==> config.mk <==
export PLATFORM = sky130hd
export DESIGN_NAME = delta_counter
export DESIGN_NICKNAME = d
export VERILOG_FILES = /design/src/rtl/delta_pkg.sv /design/src/rtl/delta_step_calc.sv /design/src/rtl/delta_counter.sv
export SDC_FILE = /design/constraint.sdc
export NUM_CORES = 1
export LEC_CHECK = 0
export CAP_MARGIN = 20
export CORE_AREA = 10 10 47 49
export CTS_BUF_LIST = sky130_fd_sc_hd__clkbuf_16
export DETAILED_ROUTE_END_ITERATION = 6
export DIE_AREA = 0 0 57 59
export PLACE_DENSITY = 0.43
export SETUP_SLACK_MARGIN = 0.2
export SLEW_MARGIN = 20
export SYNTH_ARGS = -nofsm -noshare
export SYNTH_HDL_FRONTEND = slang
export SYNTH_SLANG_ARGS = --single-unit
==> constraint.sdc <==
create_clock -name clk -period 3.9 [get_ports clk]
set_input_delay 0.585 -clock clk [delete_from_list [all_inputs] [get_ports clk]]
set_output_delay 0.585 -clock clk [all_outputs]
set_load 0.01 [all_outputs]
==> src/rtl/delta_pkg.sv <==
// Shared widths, types and direction encoding for the delta step counter.
package delta_pkg;

  localparam int unsigned CNT_W   = 4;
  localparam int unsigned DELTA_W = 3;

  typedef logic [CNT_W-1:0]   cnt_t;
  typedef logic [DELTA_W-1:0] delta_t;

  typedef enum logic {DIR_UP, DIR_DOWN} dir_e;

  localparam cnt_t CNT_MAX = '1;

endpackage

==> src/rtl/delta_step_calc.sv <==
// Combinational next-state for the delta counter.
// DELTA_BOUNCE_EN: bounce between 0 and CNT_MAX with a direction input/output;
// otherwise plain modulo 2**CNT_W wrap with no direction ports.
module delta_step_calc
  import delta_pkg::*;
(
  input  cnt_t   cnt,
  input  delta_t delta,
`ifdef DELTA_BOUNCE_EN
  input  dir_e   dir,
  output dir_e   dir_nxt,
`endif
  output cnt_t   cnt_nxt
);

  logic [CNT_W:0] sum;
`ifdef DELTA_BOUNCE_EN
  localparam logic [CNT_W:0] TWO_MAX = {CNT_MAX, 1'b0};
  logic [CNT_W:0]          refl;
  logic signed [CNT_W+1:0] diff;
  logic signed [CNT_W+1:0] neg;
`endif

  // Compute the stepped value; the top of sum is the discarded carry in wrap mode
  always_comb begin
    sum = {1'b0, cnt} + {{(CNT_W+1-DELTA_W){1'b0}}, delta};
`ifdef DELTA_BOUNCE_EN
    refl    = TWO_MAX - sum;
    diff    = $signed({2'b00, cnt}) - $signed({{(CNT_W+2-DELTA_W){1'b0}}, delta});
    neg     = -diff;
    cnt_nxt = cnt;
    dir_nxt = dir;
    // delta=0 must hold both count and direction, so skip reflection entirely
    if (delta != '0) begin
      if (dir == DIR_UP) begin
        if (sum < {1'b0, CNT_MAX}) begin
          cnt_nxt = cnt_t'(sum);
        end else begin
          cnt_nxt = cnt_t'(refl);
          dir_nxt = DIR_DOWN;
        end
      end else begin
        if (diff > 0) begin
          cnt_nxt = cnt_t'(diff);
        end else begin
          cnt_nxt = cnt_t'(neg);
          dir_nxt = DIR_UP;
        end
      end
    end
`else
    cnt_nxt = cnt_t'(sum);
`endif
  end

endmodule

==> src/rtl/delta_counter.sv <==
// Registered step counter: count advances by delta on every rising edge.
// Synchronous active-high reset on port resetn.
// Define DELTA_BOUNCE_EN for ladder mode (bounce 0..max with a dir flop);
// default build wraps modulo 2**CNT_W.
module delta_counter
  import delta_pkg::*;
#(
  parameter int unsigned CNT_W   = delta_pkg::CNT_W,
  parameter int unsigned DELTA_W = delta_pkg::DELTA_W
) (
  input  logic               clk,
  input  logic               resetn,
  input  logic [DELTA_W-1:0] delta,
  output logic [CNT_W-1:0]   count
);

  // Reflection is single-bounce only, so the largest step may not exceed CNT_MAX
  if (((2**DELTA_W) - 1) > ((2**CNT_W) - 1)) begin : g_bad_delta_w
    $error("delta_counter: 2**DELTA_W-1 exceeds CNT_MAX");
  end
  if ((CNT_W != delta_pkg::CNT_W) || (DELTA_W != delta_pkg::DELTA_W)) begin : g_bad_pkg_w
    $error("delta_counter: parameters must match delta_pkg widths");
  end

  cnt_t cnt_nxt;

`ifdef DELTA_BOUNCE_EN
  dir_e dir;
  dir_e dir_nxt;

  delta_step_calc u_calc (
    .cnt     (count),
    .delta   (delta),
    .dir     (dir),
    .dir_nxt (dir_nxt),
    .cnt_nxt (cnt_nxt)
  );

  // Count and direction registers; reset wins over the step
  always_ff @(posedge clk) begin
    if (resetn) begin
      count <= '0;
      dir   <= DIR_UP;
    end else begin
      count <= cnt_nxt;
      dir   <= dir_nxt;
    end
  end
`else
  delta_step_calc u_calc (
    .cnt     (count),
    .delta   (delta),
    .cnt_nxt (cnt_nxt)
  );

  // Count register; reset wins over the step
  always_ff @(posedge clk) begin
    if (resetn) begin
      count <= '0;
    end else begin
      count <= cnt_nxt;
    end
  end
`endif

endmodule

Word-level counts from Yosys, hierarchy flattened
Cells that the tools add are included.
{"block": "op_classes", "n_addsub": 1}
{"operator": "adder 4 x 3 -> 4 bit", "n": 1}
{"block": "totals", "ff_bits": 4, "in_bits": 5, "word_cells": 2}

Logic depth before layout (Yosys ltp)
Gate-level depths: netlist (run 1).
{"block": "depth", "word_depth": 1, "ltp_mapped": 4, "depth_no_buf": 4}

Modules after synthesis
A second synthesis (run 1) with hierarchy kept.
{"block": "hier_totals", "hier_cells": 16, "hier_area_um2": 196.4}
{"mod": "delta_counter", "n_inst": 1, "cells_per_inst": 8, "area_each_um2": 105.1}
{"mod": "delta_step_calc", "n_inst": 1, "cells_per_inst": 8, "area_each_um2": 91.3}

Worst setup path before layout (run 1)
OpenSTA, ideal clock, no wires.
{"block": "synth_timing", "path_type": "input-to-reg", "from": "input delta[1]", "to": "register count[3]", "setup_ns": 0.123, "arrival_ns": 1.443, "slack_ns": 2.334, "path_stages": 4, "path_buffers": 0, "path_cell_list": "ha_1 -> a21o_1 -> a21oi_2 -> mux2_1"}
{"block": "synth_between", "elab_chain_cells": 1}
{"item": "from (decl)", "line": "delta_counter.sv:13", "rtl": "input logic [DELTA_W-1:0] delta,"}
{"item": "adder 4 x 3 -> 4 bit", "line": "delta_step_calc.sv:26", "rtl": "sum = {1'b0, cnt} + {{(CNT_W+1-DELTA_W){1'b0}}, delta};"}
{"item": "to (signal assigned)", "line": "delta_counter.sv:61", "rtl": "count <= cnt_nxt;"}
{"item": "to (decl)", "line": "delta_counter.sv:14", "rtl": "output logic [CNT_W-1:0] count"}
Every way passes these cells.
A chain may end at the register's enable or synchronous reset.

Worst setup path after layout (run 1)
Same ends and word-level chain as after synthesis.

==> results.cfg, run 1 <==
[logic_synthesis]
synth_common_cells = dfxtp_1 (4), ha_1 (3), nor2b_1 (3), nor2_1 (2)
ys.flop_type = dfxtp_1
synth_top_area_share_pct = 40.0
syn_area_per_cell_sq_um = 11.8
ys_warn_count = 0
synth_edf_count = 0
yosysSeqAreaShare_pct = 40.0
syn-num-nets = 26
synthDistinctLibCells = 9
synthArstFlopShare_pct = 0
yosys.area.top_type = dfxtp_1
yosysMostFrequentCell = dfxtp_1
synthCells = 17
synth-seq-cells = 4
ys_top_cells_by_area = dfxtp_1 (40%), ha_1 (19%), fa_1 (10%)
synth_area_sq_um = 200

[timing]
setup_viol = 0
finalCritPeriodShare_pct = 48.6
fin_worst_skew_ns = 0.0000654
slew_headroom_pct = 88.9
holdWs_ns = 0.542
tns_ns = 0
tightest_slew_ns = 0.167
rsz0062_at_grt = no
fin_crit_ns = 1.89
final-max-slew-violation-count = 0
fmax_mhz = 528
finalHoldViolCount = 0

[pwr]
vdd_drop_max_uv = 186
powerDensity_mw_per_mm2 = 699
p_leak_nw = 0.164

[die]
start_util_pct = 14.3
die_area_sq_mm = 0.00336
io_pins = 9
die_x_um = 57
die_h_um = 59
coreArea_sq_mm = 0.00140
rows = 14

[clocking]
root_buffer = clkbuf_16
path_clk_slew_ns = 0.03
tritoncts = done
cts_buffers = 3
cts_max_level = 1
clkSinkCount = 4
post-cts-setup-buffers = 0
ctsResizeCount = 0
holdBufCountCts = 0
cts.path.max_buffers = 2
clock_latency_ns = 0.22

[placement]
io_buffers = 8
place_congestion = 0.587
place_hpwl_um = 390

[worst_hold_path]
hold_path_class = reg -> reg
holdPathStages = 2

[setup_path]
worst_r2r_path_depth = 4
critical_path.startpoint_type = input pin
rrSetupSlack_ns = 2.53
endpoint_kind = register
cp_data_arrival_time_ns = 2.00
critPathRequiredTime_ns = 4.00
crit_type = in -> reg
path_max_fanout = 2

[layout]
post-route-util_pct = 26.8
top_regs = count: 4 flops
nFillCells = 158
largest_register = count
drive_gt1_share_pct = 14.3
largest_register_ffs = 4
area_growth_pct = 87.5
n_antenna_cell = 0
nets = 39

[drt]
drt_iter0_markers = 0
routed_wirelength_um = 500
wire_per_inst_um = 11.4
vias = 156
drc = 0
vias_per_cell = 3.55
firstDrtPassIters = 1
antenna_left = 0

[global_routing]
grt_max_degree = 6
grt_first_pass_wirelength_um = 821
first_global_vias = 208
grt_usage_pct = 3.60
antenna_found_initial = 0
grt-ovfl-total = 0

[status]
outcome = complete, no violations

[flow_run]
maxCapViolations = 0
==> logic make-up (layout without fill, tap and decap cells) <==
kind of cell               count (synthesis)  in the layout  synth area share (%)
muxes                                      1              1                  5.62
AOI/OAI and AO/OA                          2              2                  8.13
buffers and inverters                      0             11                     0
and+or+nand+nor                            5              5                  13.1
adders and majority gates                  4              4                  28.8
DFF                                        4              4                  40.0
xor gates and xnor gates                   1              1                  4.38
==> worst paths after layout <==
path / startpoint / to
worst max-delay path: delta[1] / count[3]
worst min-delay path: count[3] / count[3]
worst max register to register: count[1] / count[3]
worst min register to register: count[3] / count[3]
==> layout by cell type, fill, tap and decap left out <==
cell	count
mux2_1	1
nor2b_1	3
nor2_1	2
clkdlybuf4s50_1	8
ha_1	3
fa_1	1
clkbuf_16	3
a21oi_2	1
a21o_1	1
dfxtp_1	4
xnor2_1	1
==> critical path, stage by stage <==
cell             delay, ns
clkdlybuf4s50_1       0.46
ha_1                  0.31
a21o_1                0.18
a21oi_2               0.15
mux2_1                0.32
==> per-layer routing <==
metal | track usage (%) | up-vias | part of all wire, %
li1 | - | 79 | -
met1 | 3.23 | 68 | 49
met2 | 3.57 | 9 | 34
met3 | 3.86 | 0 | 17
met4 | 5.03 | 0 | 0
met5 | 0 | - | 0
==> final cells by class <==
type / count / area [sq um] / area share [%]
clock buffers: 3 / 75.1 / 20.0
well taps: 16 / 20.0 / 5.33
repair buffers: 8 / 80.1 / 21.3
multi-input cells: 13 / 120 / 32.0
flip-flops and latches: 4 / 80.1 / 21.3
==> per-stage QoR <==
step	total power, W	cells	area (sq um)	setup WS, ns
after detailed placement	0.000105	41	300	1.77
after global placement	0.000104	41	300	1.81
after CTS	0.000269	44	375	2.00
final	0.000262	44	375	2.01
after global routing	0.000277	44	375	1.96
after floorplan	0.0000800	17	200	2.33
==> power breakdown <==
group | internal, W | total [W] | switching (W)
logic | 0.0000307 | 0.0000499 | 0.0000193
registers | 0.0000491 | 0.0000544 | 0.00000535
clock network | 0.000131 | 0.000158 | 0.0000272
Note: power is estimated with default switching activity, not from simulation.
==> run 2: changes to the inputs <==
==> constraint.sdc (replaced) <==
create_clock -name clk -period 1.75 [get_ports clk]
set_input_delay 0.2625 -clock clk [delete_from_list [all_inputs] [get_ports clk]]
set_output_delay 0.2625 -clock clk [all_outputs]
set_load 0.01 [all_outputs]
==> results.cfg, run 2 (synthesis results as in run 1) <==
[status]
outcome = complete, no violations

[layout]
final_cell_mix = clkdlybuf4s50_1 (7), dfxtp_1 (4), nor2b_1 (3), ha_1 (3), clkbuf_16 (3)
area_growth_pct = 92.5
nets = 40
largest_register = count
drive_gt1_share_pct = 17.2
top_regs = count: 4 flops
final_cells = 45
nFillCells = 154
largest_register_ffs = 4
n_antenna_cell = 0
final_common_cell = clkdlybuf4s50_1

[clocking]
root_buffer = clkbuf_16
path_clk_slew_ns = 0.03
cts_buffers = 3
clock_latency_ns = 0.22
tritoncts = done
holdBufCountCts = 0
ctsResizeCount = 0
clkSinkCount = 4
cts_max_level = 1
post-cts-setup-buffers = 0
cts.path.max_buffers = 2

[die]
io_pins = 9
die_h_um = 59
rows = 14
coreArea_sq_mm = 0.00140
die_x_um = 57
die_area_sq_mm = 0.00336
start_util_pct = 14.3

[setup_path]
critPathRequiredTime_ns = 1.85
path_max_fanout = 2
crit_type = in -> reg
endpoint_kind = register
slowest_delay_ns = 0.40
crit_chain = clkdlybuf4s50_1 -> ha_1 -> a21o_1 -> a21oi_2 -> mux2_1
cp_data_arrival_time_ns = 1.54
critical_path.startpoint_type = input pin
slowest_stage = clkdlybuf4s50_1

[drt]
vias = 164
drc = 0
vias_per_cell = 3.64
routed_wirelength_um = 487
antenna_left = 0
firstDrtPassIters = 1
wire_per_inst_um = 10.8
drt_iter0_markers = 0

[timing]
rsz0062_at_grt = no
slew_headroom_pct = 88.8
finalCritPeriodShare_pct = 81.9
tns_ns = 0
final-max-slew-violation-count = 0
fin_worst_skew_ns = 0.00209
fmax_mhz = 698
finalHoldViolCount = 0
tightest_slew_ns = 0.168
fin_crit_ns = 1.43
setup_viol = 0
finalWorstSetupSlack_ns = 0.317
holdWs_ns = 0.550

[pwr]
powerDensity_mw_per_mm2 = 1520
p_clk_share_pct = 60.5
p_comb_share_pct = 18.8
power.total_w = 0.000586
p_leak_nw = 0.179
pwr-share-seq_pct = 20.7
intPower_w = 0.000469
p_switching_w = 0.000117
vdd_drop_max_uv = 707
switching_share_pct = 19.9

[placement]
pre_cts_slack_ns = -0.0105
dp.cells = 42
io_buffers = 8
place_congestion = 0.587

[global_routing]
first_global_vias = 207
grt-ovfl-total = 0
antenna_found_initial = 0
grt_first_pass_wirelength_um = 876
grt_usage_pct = 3.93
grt_max_degree = 6

[worst_hold_path]
hold_path_class = reg -> reg

[flow_run]
maxCapViolations = 0
==> run 2: cell types whose count changed in the layout (fill, tap and decap cells not counted) <==
cell	change
buf_4	+1
clkdlybuf4s50_1	-1
dlymetal6s2s_1	+1
==> run 2: path summary, 6_finish.rpt <==
path,from,end,slack (ns),cells past startpoint
max reg2reg,count[1],count[3],0.39,4
min,count[3],count[3],0.55,2
max,delta[0],count[3],0.32,5
min reg2reg,count[3],count[3],0.55,2
==> run 2: power by group through the flow <==
stage | clock network [W] | registers (W) | logic (W)
CTS | 0.000363 | 0.000122 | 0.000113
detailed placement | 0 | 0.000122 | 0.000112
finish | 0.000355 | 0.000121 | 0.000111
global placement | 0 | 0.000121 | 0.000111
global route | 0.000371 | 0.000125 | 0.000125
floorplan | 0 | 0.000130 | 0.0000487
==> run 2: layout make-up <==
cell class              instances  area (sq um)  area share, %
multi-input cells              13           120           31.2
repair buffers                  9          90.1           23.4
flip-flops and latches          4          80.1           20.8
clock buffers                   3          75.1           19.5
well taps                      16          20.0           5.19
==> run 2: layer usage <==
metal / vias to the layer above / routed length, um / share of wire (%) / GRT usage, %
li1: 83 / - / - / -
met3: 0 / 87 / 18 / 5.58
met1: 70 / 247 / 51 / 3.80
met4: 0 / 0 / 0 / 3.02
met5: - / 0 / 0 / 0
met2: 11 / 152 / 31 / 3.72
==> run 2: critical path, delay by kind of cell <==
kind	cells	cell delay, ns
AOI/OAI and AO/OA	2	0.32
adders and majority gates	1	0.23
buffers and inverters	1	0.40
muxes	1	0.32
==> run 2: stage by stage <==
| stage | utilization [%] | cell area, sq um |
|---|---|---|
| finish | 27.5 | 385 |
| global route | 27.5 | 385 |
| CTS | 27.3 | 383 |
| detailed placement | 22.0 | 308 |
| global placement | 22.0 | 308 |
| floorplan | - | 200 |
==> run 3: changes to the inputs <==
==> constraint.sdc (replaced) <==
create_clock -name clk -period 1.4 [get_ports clk]
set_input_delay 0.21 -clock clk [delete_from_list [all_inputs] [get_ports clk]]
set_output_delay 0.21 -clock clk [all_outputs]
set_load 0.01 [all_outputs]
==> results.cfg, run 3 (synthesis results as in run 1) <==
[setup_path]
crit_chain = ha_4 -> a21o_1 -> a21oi_2 -> mux2_4
r2r_end = count[3]
critical_path.startpoint_type = register
rrSetupSlack_ns = 0.13
path_max_fanout = 3
slowest_stage = dfxtp_4
endpoint_kind = register
critical_path.startpoint = count[1]
worst_r2r_path_depth = 4
critPathRequiredTime_ns = 1.51
r2r_start = count[1]
slowest_delay_ns = 0.34
cp_data_arrival_time_ns = 1.38
crit_type = reg -> reg

[layout]
drive_gt1_share_pct = 43.8
largest_register_ffs = 4
nets = 42
final_area_sq_um = 438
final_common_cell = dlygate4sd2_1
post-route-util_pct = 31.3
top_regs = count: 4 flops
n_antenna_cell = 0
final_cell_mix = dlygate4sd2_1 (6), nor2b_1 (3), clkbuf_16 (3), buf_4 (3)
final_cells = 48
largest_register = count
nFillCells = 151
area_growth_pct = 119

[timing]
holdWs_ns = 0.476
fin_crit_ns = 1.27
final-max-slew-violation-count = 0
finalHoldViolCount = 0
tightest_slew_ns = 0.192
fin_worst_skew_ns = 0.00260
setup_viol = 0
rsz0062_at_grt = yes
fmax_mhz = 786
finalCritPeriodShare_pct = 90.9
slew_headroom_pct = 87.2

[placement]
io_buffers = 8
placed_area_sq_um = 334
dp.cells = 43
place_congestion = 0.630

[die]
die_h_um = 59
io_pins = 9
die_x_um = 57
rows = 14
start_util_pct = 14.3
die_area_sq_mm = 0.00336
coreArea_sq_mm = 0.00140

[clocking]
cts.path.max_buffers = 2
root_buffer = clkbuf_16
clock_latency_ns = 0.23
path_clk_slew_ns = 0.03
cts_max_level = 1
clkSinkCount = 4
holdBufCountCts = 0
tritoncts = done
cts_buffers = 3

[worst_hold_path]
holdPathStages = 3
hold_path_end = count[0]
hold_start = delta[0]
hold_path_class = in -> reg

[global_routing]
first_global_vias = 232
grt_max_degree = 6
grt-ovfl-total = 0
antenna_found_initial = 0
grt_usage_pct = 4.06
grt_first_pass_wirelength_um = 910

[pwr]
powerDensity_mw_per_mm2 = 1780
vdd_drop_max_uv = 779
p_leak_nw = 0.207
power.total_w = 0.000778

[drt]
wire_per_inst_um = 11.0
firstDrtPassIters = 4
drc = 0
vias_per_cell = 3.88
vias = 186
routed_wirelength_um = 526
antenna_left = 0
drt_iter0_markers = 1

[status]
outcome = complete, no violations

[flow_run]
maxCapViolations = 0
==> run 3: changes by cell type in the layout (fill, tap and decap cells not counted), sizes merged <==
cell / change
buf: +2
inv: +1
dlygate4sd2: +6
clkdlybuf4s50: -5
dlymetal6s2s: -1
==> run 3: layout make-up <==
| class | instances | area [sq um] | area share (%) |
|---|---|---|---|
| multi-input cells | 13 | 159 | 36.3 |
| repair buffers | 11 | 95.1 | 21.7 |
| flip-flops and latches | 4 | 85.1 | 19.4 |
| clock buffers | 3 | 75.1 | 17.1 |
| well taps | 16 | 20.0 | 4.57 |
| clock inverters | 1 | 3.75 | 0.857 |
==> run 3: what timing repair did <==
action | in CTS | in global routing
pin swaps | 3 | 4
resized for setup | 8 | 3
setup endpoints to repair | 7 | 3
buffers inserted | 0 | 1
==> run 3: worst max-delay path: cells and delay by family (launching register included) <==
kind,cells,cell delay [ns]
muxes,1,0.30
DFF,1,0.34
AOI/OAI and AO/OA,2,0.31
adders and majority gates,1,0.20
==> run 3: where the power goes <==
part	internal (W)	switching, W	total (W)
Combinational	0.000103	0.0000660	0.000169
Clock	0.000369	0.0000855	0.000454
Sequential	0.000139	0.0000156	0.000155
Total	0.000611	0.000167	0.000778
==> run 3: through the flow <==
| step | setup TNS (ns) | worst slack, ns |
|---|---|---|
| finish | 0 | 0.128 |
| global route | 0 | 0.0720 |
| CTS | 0 | 0.0916 |
| detailed placement | -0.642 | -0.310 |
| global placement | -0.651 | -0.295 |
| floorplan | 0 | 0.134 |
==> run 3: worst max-delay path by stage <==
stage               slack (ns)  cells after the start       end
floorplan                 0.13                      4  count[3]
global placement         -0.30                      5  count[3]
detailed placement       -0.31                      5  count[3]
CTS                       0.09                      4  count[3]
global route              0.07                      4  count[3]
finish                    0.13                      4  count[3]
==> run 3: metal layers <==
metal / track usage (%) / vias to the layer above / routed length [um]
met1: 2.97 / 85 / 207
met4: 4.03 / 0 / 8
li1: - / 88 / -
met2: 4.81 / 11 / 196
met5: 0 / - / 0
met3: 5.58 / 2 / 114
